<file path="config.mk">
export PLATFORM = sky130hd
export DESIGN_NAME = display_scan_ctrl
export DESIGN_NICKNAME = d
export VERILOG_FILES = /design/src/rtl/display_scan_ctrl.sv
export SDC_FILE = /design/constraint.sdc
export NUM_CORES = 1
export LEC_CHECK = 0
export BUFFER_PORTS_ARGS = -buffer_cell sky130_fd_sc_hd__buf_2
export CORE_MARGIN = 4
export CORE_UTILIZATION = 45
export CTS_CLUSTER_SIZE = 8
export DETAILED_ROUTE_END_ITERATION = 10
export GPL_TIMING_DRIVEN = 0
export PLACE_DENSITY = 0.74
export SLEW_MARGIN = 20
export SYNTH_ARGS = -nofsm -noshare
export SYNTH_HDL_FRONTEND = slang
export SYNTH_SLANG_ARGS = --single-unit
</file>
<file path="constraint.sdc">
create_clock -name clk -period 5.6 [get_ports clk]
set_input_delay 0.84 -clock clk [delete_from_list [all_inputs] [get_ports clk]]
set_output_delay 0.84 -clock clk [all_outputs]
set_load 0.01 [all_outputs]
</file>
<file path="src/rtl/display_scan_ctrl.sv">
// Multiplexed 7-segment scan controller: one-hot active-low anode scan with per-digit
// blanking, decimal point, PWM brightness and a dark guard at the start of every slot.
module display_scan_ctrl #(
    parameter int NUM_DIGITS  = 8,
    parameter int REFRESH_DIV = 50000,
    parameter int BLANK_CYC   = 4,
    parameter int BRIGHT_W    = 4,
    parameter int IDX_W       = $clog2(NUM_DIGITS)
) (
    input  logic                    clk,
    input  logic                    rst,
    input  logic                    en,
    input  logic [4*NUM_DIGITS-1:0] digits,
    input  logic [NUM_DIGITS-1:0]   dp_mask,
    input  logic [NUM_DIGITS-1:0]   blank_mask,
    input  logic [BRIGHT_W-1:0]     brightness,
    output logic [NUM_DIGITS-1:0]   AN,
    output logic [6:0]              SEG,
    output logic                    DP,
    output logic [IDX_W-1:0]        digit_idx,
    output logic                    frame_tick
);

    // Prescaler is at least BRIGHT_W wide so the PWM compare always has its low bits.
    localparam int PW_RAW = (REFRESH_DIV > 1) ? $clog2(REFRESH_DIV) : 1;
    localparam int CW     = (PW_RAW > BRIGHT_W) ? PW_RAW : BRIGHT_W;
    localparam logic [CW-1:0]    PRESC_LAST = CW'(REFRESH_DIV - 1);
    localparam logic [CW-1:0]    BLANK_END  = CW'(BLANK_CYC);
    localparam logic [IDX_W-1:0] IDX_LAST   = IDX_W'(NUM_DIGITS - 1);

    logic [CW-1:0]         r_presc;
    logic [IDX_W-1:0]      r_idx;
    logic                  r_frame;
    logic [3:0]            r_lat_digit;
    logic                  r_lat_dp;
    logic                  r_lat_blank;
    logic [NUM_DIGITS-1:0] r_an;
    logic [6:0]            r_seg;
    logic                  r_dp;

    logic                  w_presc_wrap;
    logic                  w_slot_start;
    logic [3:0]            w_cur_digit;
    logic                  w_cur_dp;
    logic                  w_cur_blank;
    logic                  w_pwm_on;
    logic                  w_lit;
    logic [NUM_DIGITS-1:0] w_an;
    logic [6:0]            w_seg_dec;

    assign w_presc_wrap = (r_presc == PRESC_LAST);
    assign w_slot_start = (r_presc == '0);

    // On the slot's first cycle the latch is still loading, so look through to the inputs.
    assign w_cur_digit = w_slot_start ? digits[{r_idx, 2'b00} +: 4] : r_lat_digit;
    assign w_cur_dp    = w_slot_start ? dp_mask[r_idx]              : r_lat_dp;
    assign w_cur_blank = w_slot_start ? blank_mask[r_idx]           : r_lat_blank;

    assign w_pwm_on = (brightness == '1) || (r_presc[BRIGHT_W-1:0] < brightness);
    assign w_lit    = en && !w_cur_blank && (r_presc >= BLANK_END) && w_pwm_on;

    // Digit 0 is the leftmost, i.e. the most significant anode bit.
    always_comb begin
        w_an = '1;
        for (int i = 0; i < NUM_DIGITS; i++) begin
            if (w_lit && (r_idx == IDX_W'(NUM_DIGITS - 1 - i))) begin
                w_an[i] = 1'b0;
            end
        end
    end

    always_comb begin
        w_seg_dec = 7'h7F;
        case (w_cur_digit)
            4'h0: w_seg_dec = 7'b1000000;
            4'h1: w_seg_dec = 7'b1111001;
            4'h2: w_seg_dec = 7'b0100100;
            4'h3: w_seg_dec = 7'b0110000;
            4'h4: w_seg_dec = 7'b0011001;
            4'h5: w_seg_dec = 7'b0010010;
            4'h6: w_seg_dec = 7'b0000010;
            4'h7: w_seg_dec = 7'b1111000;
            4'h8: w_seg_dec = 7'b0000000;
            4'h9: w_seg_dec = 7'b0010000;
            4'hA: w_seg_dec = 7'b0001000;
            4'hB: w_seg_dec = 7'b0000011;
            4'hC: w_seg_dec = 7'b1000110;
            4'hD: w_seg_dec = 7'b0100001;
            4'hE: w_seg_dec = 7'b0000110;
            4'hF: w_seg_dec = 7'b0001110;
            default: w_seg_dec = 7'h7F;
        endcase
    end

    always_ff @(posedge clk) begin
        if (rst) begin
            r_presc     <= '0;
            r_idx       <= '0;
            r_frame     <= 1'b0;
            r_lat_digit <= 4'h0;
            r_lat_dp    <= 1'b0;
            r_lat_blank <= 1'b1;
            r_an        <= '1;
            r_seg       <= 7'h7F;
            r_dp        <= 1'b1;
        end else begin
            r_frame <= 1'b0;
            if (en) begin
                if (w_presc_wrap) begin
                    r_presc <= '0;
                    r_idx   <= (r_idx == IDX_LAST) ? '0 : r_idx + 1'b1;
                    r_frame <= (r_idx == IDX_LAST);
                end else begin
                    r_presc <= r_presc + 1'b1;
                end
                if (w_slot_start) begin
                    r_lat_digit <= w_cur_digit;
                    r_lat_dp    <= w_cur_dp;
                    r_lat_blank <= w_cur_blank;
                end
            end
            r_an  <= w_an;
            r_seg <= w_lit ? w_seg_dec : 7'h7F;
            r_dp  <= w_lit ? ~w_cur_dp : 1'b1;
        end
    end

    assign AN         = r_an;
    assign SEG        = r_seg;
    assign DP         = r_dp;
    assign digit_idx  = r_idx;
    assign frame_tick = r_frame;

endmodule

</file>
After elaboration in Yosys (flattened, before gate mapping)
Memories as Yosys holds them, arrays and structs flattened. A register that Yosys moved wholly into a read port is not among the register bits. Index checks and enable logic that the tools add are counted.

Register bits: 35. Memory bits (read-only): 112. Bits of input ports: 55. Logic and storage cells: 64. Memories: 1.

Add/sub/neg operators: 2. Magnitude comparators: 3. Eq/ne operators: 9. Shifts and indexed selects: 1. Multiplexer cells: 17. Bitwise logic cells: 4. Reductions and logical operators: 19.

Memories: (name not given) (depth 16, width 7, read ports 1, clocked after Yosys merged registers in 1, write ports 0, line 74) `case (w_cur_digit)`.

Operator list (count): 32-bit by 6-bit variable part select with 4-bit output (1); 16-bit by 1-bit adder with 16-bit output, second input constant (1); 16-bit equality test, second input constant (1); 16-bit by 3-bit >= comparator with 1-bit output, second input constant (1); 16-bit zero test (1); 16-bit two-way mux (1); 3-bit equality test, second input constant (4); 1-bit two-way mux (12); 1-bit logical AND (11); 1-bit binary-select mux with 3-bit select (2); 3-bit by 2-bit equality test with 1-bit output, second input constant (2); 4-bit equality test, second input constant (1); 3-bit by 4-bit less-than comparator with 1-bit output, second input constant (1); 4-bit less-than comparator (1); 4-bit two-way mux (1); 1-bit inverter (4); 2-bit AND reduction (2); 3-bit by 1-bit adder with 3-bit output, second input constant (1); 3-bit by 1-bit equality test with 1-bit output, second input constant (1); 3-bit zero test (1); 3-bit two-way mux (1); 3-bit OR reduction (1); 2-bit OR reduction (1); 1-bit zero test (1); 1-bit logical OR (1).

Logic depth before layout (Yosys ltp)
Depth in word-level cells: 9. Depth in mapped cells: 11. Gate-level depth less buffers: 10.

Worst setup path after synthesis
Ideal clock, no wire load.

Path type: register to register. Start: register r_idx[0] (netlist: digit_idx[0]). End: register r_seg[0] (netlist: SEG[0]). Arrival: 2.449 ns. Required time: 5.465 ns. Path slack: 3.015 ns. Stages on the path, launching flop included: 11. Path buffers: 2. Clock period less this slack: 2.585 ns. Cell sequence: dfxtp_1 -> buf_6 -> buf_2 -> mux4_2 -> nand2_1 -> nand2_1 -> mux2i_1 -> inv_1 -> ha_1 -> nor3b_1 -> o31ai_1.

Elaborated cells on any way between the ends: 11. Classes of those cells: 1 x shift; 4 x mux; 1 x bitwise; 5 x reduce/logical.

RTL lines: from (decl) (line 32) `logic [IDX_W-1:0] r_idx;`; from (signal assigned) (line 111) `r_idx <= (r_idx == IDX_LAST) ? '0 : r_idx + 1'b1;`; 32-bit by 6-bit variable part select with 4-bit output (line 55) `assign w_cur_digit = w_slot_start ? digits[{r_idx, 2'b00} +: 4] : r_lat_digit;`; 4-bit two-way mux (line 55); net w_cur_digit[0] (line 43) `logic [3:0] w_cur_digit;`; to (decl) (line 38) `logic [6:0] r_seg;`.

The timed path passes the listed nets, and every way through them passes these cells. The select of a mux whose other input is x is not followed. A chain may end at the register's enable or synchronous reset.

Final worst setup path
Start: register r_idx[0] (netlist: digit_idx[0]). End: register r_seg[6] (netlist: SEG[6]).

The elaborated chain is that of the path after synthesis.

==> out/results.txt <==
Via density: 5.245
Final nets: 401
Internal reg-to-reg setup slack: 2.65 ns
Final worst path period share: 0.5272
Slowest cell on crit path: mux4_2
RSZ-0062 raised after global routing: no
Hold WC Path Type: reg -> reg
Fin. Hold Viols: 0
Worst Hold Launch: r_lat_blank
Synth Warn #: 0
Hold buffer count at cts: 0
CP Capture Type: register
Via Count: 2098
DPL Wire Length: 4329 um
Status: complete, no violations
Syn_area_per_cell: 9.603 sq um
RR Endpoint: SEG[6]
Die W: 80.90 um
Filler instances: 486
Synthesized cell area: 0.002391 sq mm
Tmin final: 2.952 ns
Crit path kind: reg -> reg
Peak VDD IR: 0.09177 mV
DR pass1 iterations: 4
Initial antenna violation count: 0
Post-layout instance area: 0.002958 sq mm
Setup crit start kind: register
Max Fanout on Critical Path: 10
Post-Syn Nets: 321
H-tree depth: 2
Sequential fraction of the synthesis area: 0.3516
Vias in the first global route: 2026
CP peak stage delay: 0.54 ns
Fmax: 0.3387 GHz
WHS Path Cells: 1
Share of layout cells above drive strength 1: 0.3182
Grt ovf: 0
Commonest non-fill, non-tap cell in the layout: buf_2
Synth cell types: 47
Least-Margin Pin Slew: 0.5135 ns
Initial drt markers: 117
Max_cap viols: 0
Average wire per standard cell: 13.80 um
Area Growth Syn to Fin: 23.71%
Register-to-Register Path Depth: 10
Async set or reset register ratio after synthesis: 0
TNS Setup: 0 ns
I/O Buffers: 73
CTS tree: done
Ant diodes: 0
Most frequent cells in the layout: buf_2 (76), dfxtp_1 (42), nor2_1 (30)
Endpoints failing setup: 0
CTS Buffer Depth: 2
GR Util All Layers: 0.1715
CTS buffer count: 5
Placed Area: 0.002844 sq mm
Reg2reg start: digit_idx[0]
Core Rows: 26
Cells after Synth: 249
Crit. Startpoint: digit_idx[0]
CORE AREA: 0.005140 sq mm
Crit path DAT: 3.11 ns
DRC: 0
Clock Sinks: 42
# resized after CTS: 0
First-pass GRT wire length: 8887 um
Die Y: 80.90 um
Die area: 0.006544 sq mm
Post-CTS setup repair buffer count: 0
Starting Density: 0.4652
Post-Route WL: 5519 um
Pin count of the biggest net entering global routing: 15
EDFF count, synth: 0
Worst-path cell chain: buf_6 -> buf_2 -> mux4_2 -> nand2_1 -> nand2_1 -> mux2i_1 -> inv_1 -> ha_1 -> mux2i_1 -> o221ai_1
Later-pin clock latency in the skew report: 0.31 ns
Hold endpoint: r_lat_blank
Final Slew Violations: 0
#FFs+latches synth: 42
Max_slew headroom: 0.6479
Synth Flop Type: dfxtp_1
Worst Skew: 0.01331 ns
Top cell type's share of synthesized area: 0.3516
CP Data Required Time: 5.76 ns
Root Buffer: clkbuf_8
IO Pins: 75
Clock slew at reported path FFs: 0.09 ns
Top cells by area, synth: dfxtp_1 (35%), mux4_2 (11%), ha_1 (8.9%)
Final antenna-violating net count: 0
LEAKAGE: 1.288 nW
Largest area contributor in the netlist: dfxtp_1
Pwr Density: 224.1 mW/mm^2
Gpl congestion: 0.8565
through the flow:
step	instances	total power, mW	hold slack (ns)	utilization	worst slack, ns
floorplan	249	0.3892	0.4361	-	3.015
global placement	392	0.4195	0.4478	0.5533	2.739
detailed placement	392	0.4243	0.4514	0.5533	2.667
CTS	400	0.6645	0.4733	0.5755	2.634
global route	400	0.6903	0.5038	0.5755	2.342
finish	400	0.6628	0.4754	0.5755	2.648
worst max path at each step:
stage,end,slack [ns],cells past startpoint
global route,SEG[4],2.34,10
CTS,SEG[6],2.63,10
global placement,SEG[0],2.74,10
finish,SEG[6],2.65,10
detailed placement,SEG[6],2.67,10
floorplan,SEG[0],3.02,10
per-layer routing:
metal	routed length, um	track usage	vias to the layer above	share of wire
li1	-	-	1045	-
met1	2476	0.2160	974	0.45
met2	2615	0.2857	72	0.47
met3	356	0.04102	7	0.065
met4	71	0.06081	0	0.013
met5	0	0	-	0
cells in the mapped netlist, types with 3 or more instances:
master / n
dfxtp_1: 42
nor2_1: 30
nand2_1: 26
ha_1: 17
inv_1: 15
mux2i_1: 12
mux4_2: 12
nand3_1: 9
xnor2_1: 8
xor2_1: 7
a21oi_1: 6
and3_1: 5
clkbuf_1: 5
nand4_1: 5
o221ai_1: 5
buf_2: 3
nor3_1: 3
cell type report:
type,instances,area [sq um],area share
Multi-Input combinational cell,182,1441,0.4873
Sequential cell,42,840.8,0.2843
Timing Repair Buffer,73,365.4,0.1235
Tap cell,70,87.58,0.02961
Clock buffer,5,68.82,0.02327
Inverter,15,56.30,0.01904
Buffer,10,52.55,0.01777
Clock inverter,3,45.04,0.01523
power by group:
group          internal (mW)  switching, mW  total, mW  leakage [nW]
Sequential             0.304        0.00426      0.308         0.340
Combinational         0.0535         0.0577      0.111         0.897
Clock                  0.133          0.111      0.244        0.0504
sequential cells by signal, indices dropped and copies added, names as in the netlist:
| register | flops |
|---|---|
| r_presc | 16 |
| AN | 8 |
| SEG | 7 |
| r_lat_digit | 4 |
| digit_idx | 3 |
| DP | 1 |
| frame_tick | 1 |
| r_lat_blank | 1 |
| r_lat_dp | 1 |
cells by family after synthesis:
family / share of synthesized area
compound gates: 0.06855
xor+xnor: 0.05495
fa+ha+maj: 0.08896
buf+inv: 0.04552
flops: 0.3516
mux: 0.1774
simple gates: 0.2130
worst max-delay path, delay by kind of cell (launching register included):
family / cells / cell delay, ns
muxes: 3 / 1.16
adders and majority gates: 1 / 0.30
and+or+nand+nor: 2 / 0.16
AOI/OAI and AO/OA: 1 / 0.13
buffers and inverters: 3 / 0.66
DFF: 1 / 0.41
Note: power is estimated with default switching activity, not from simulation.
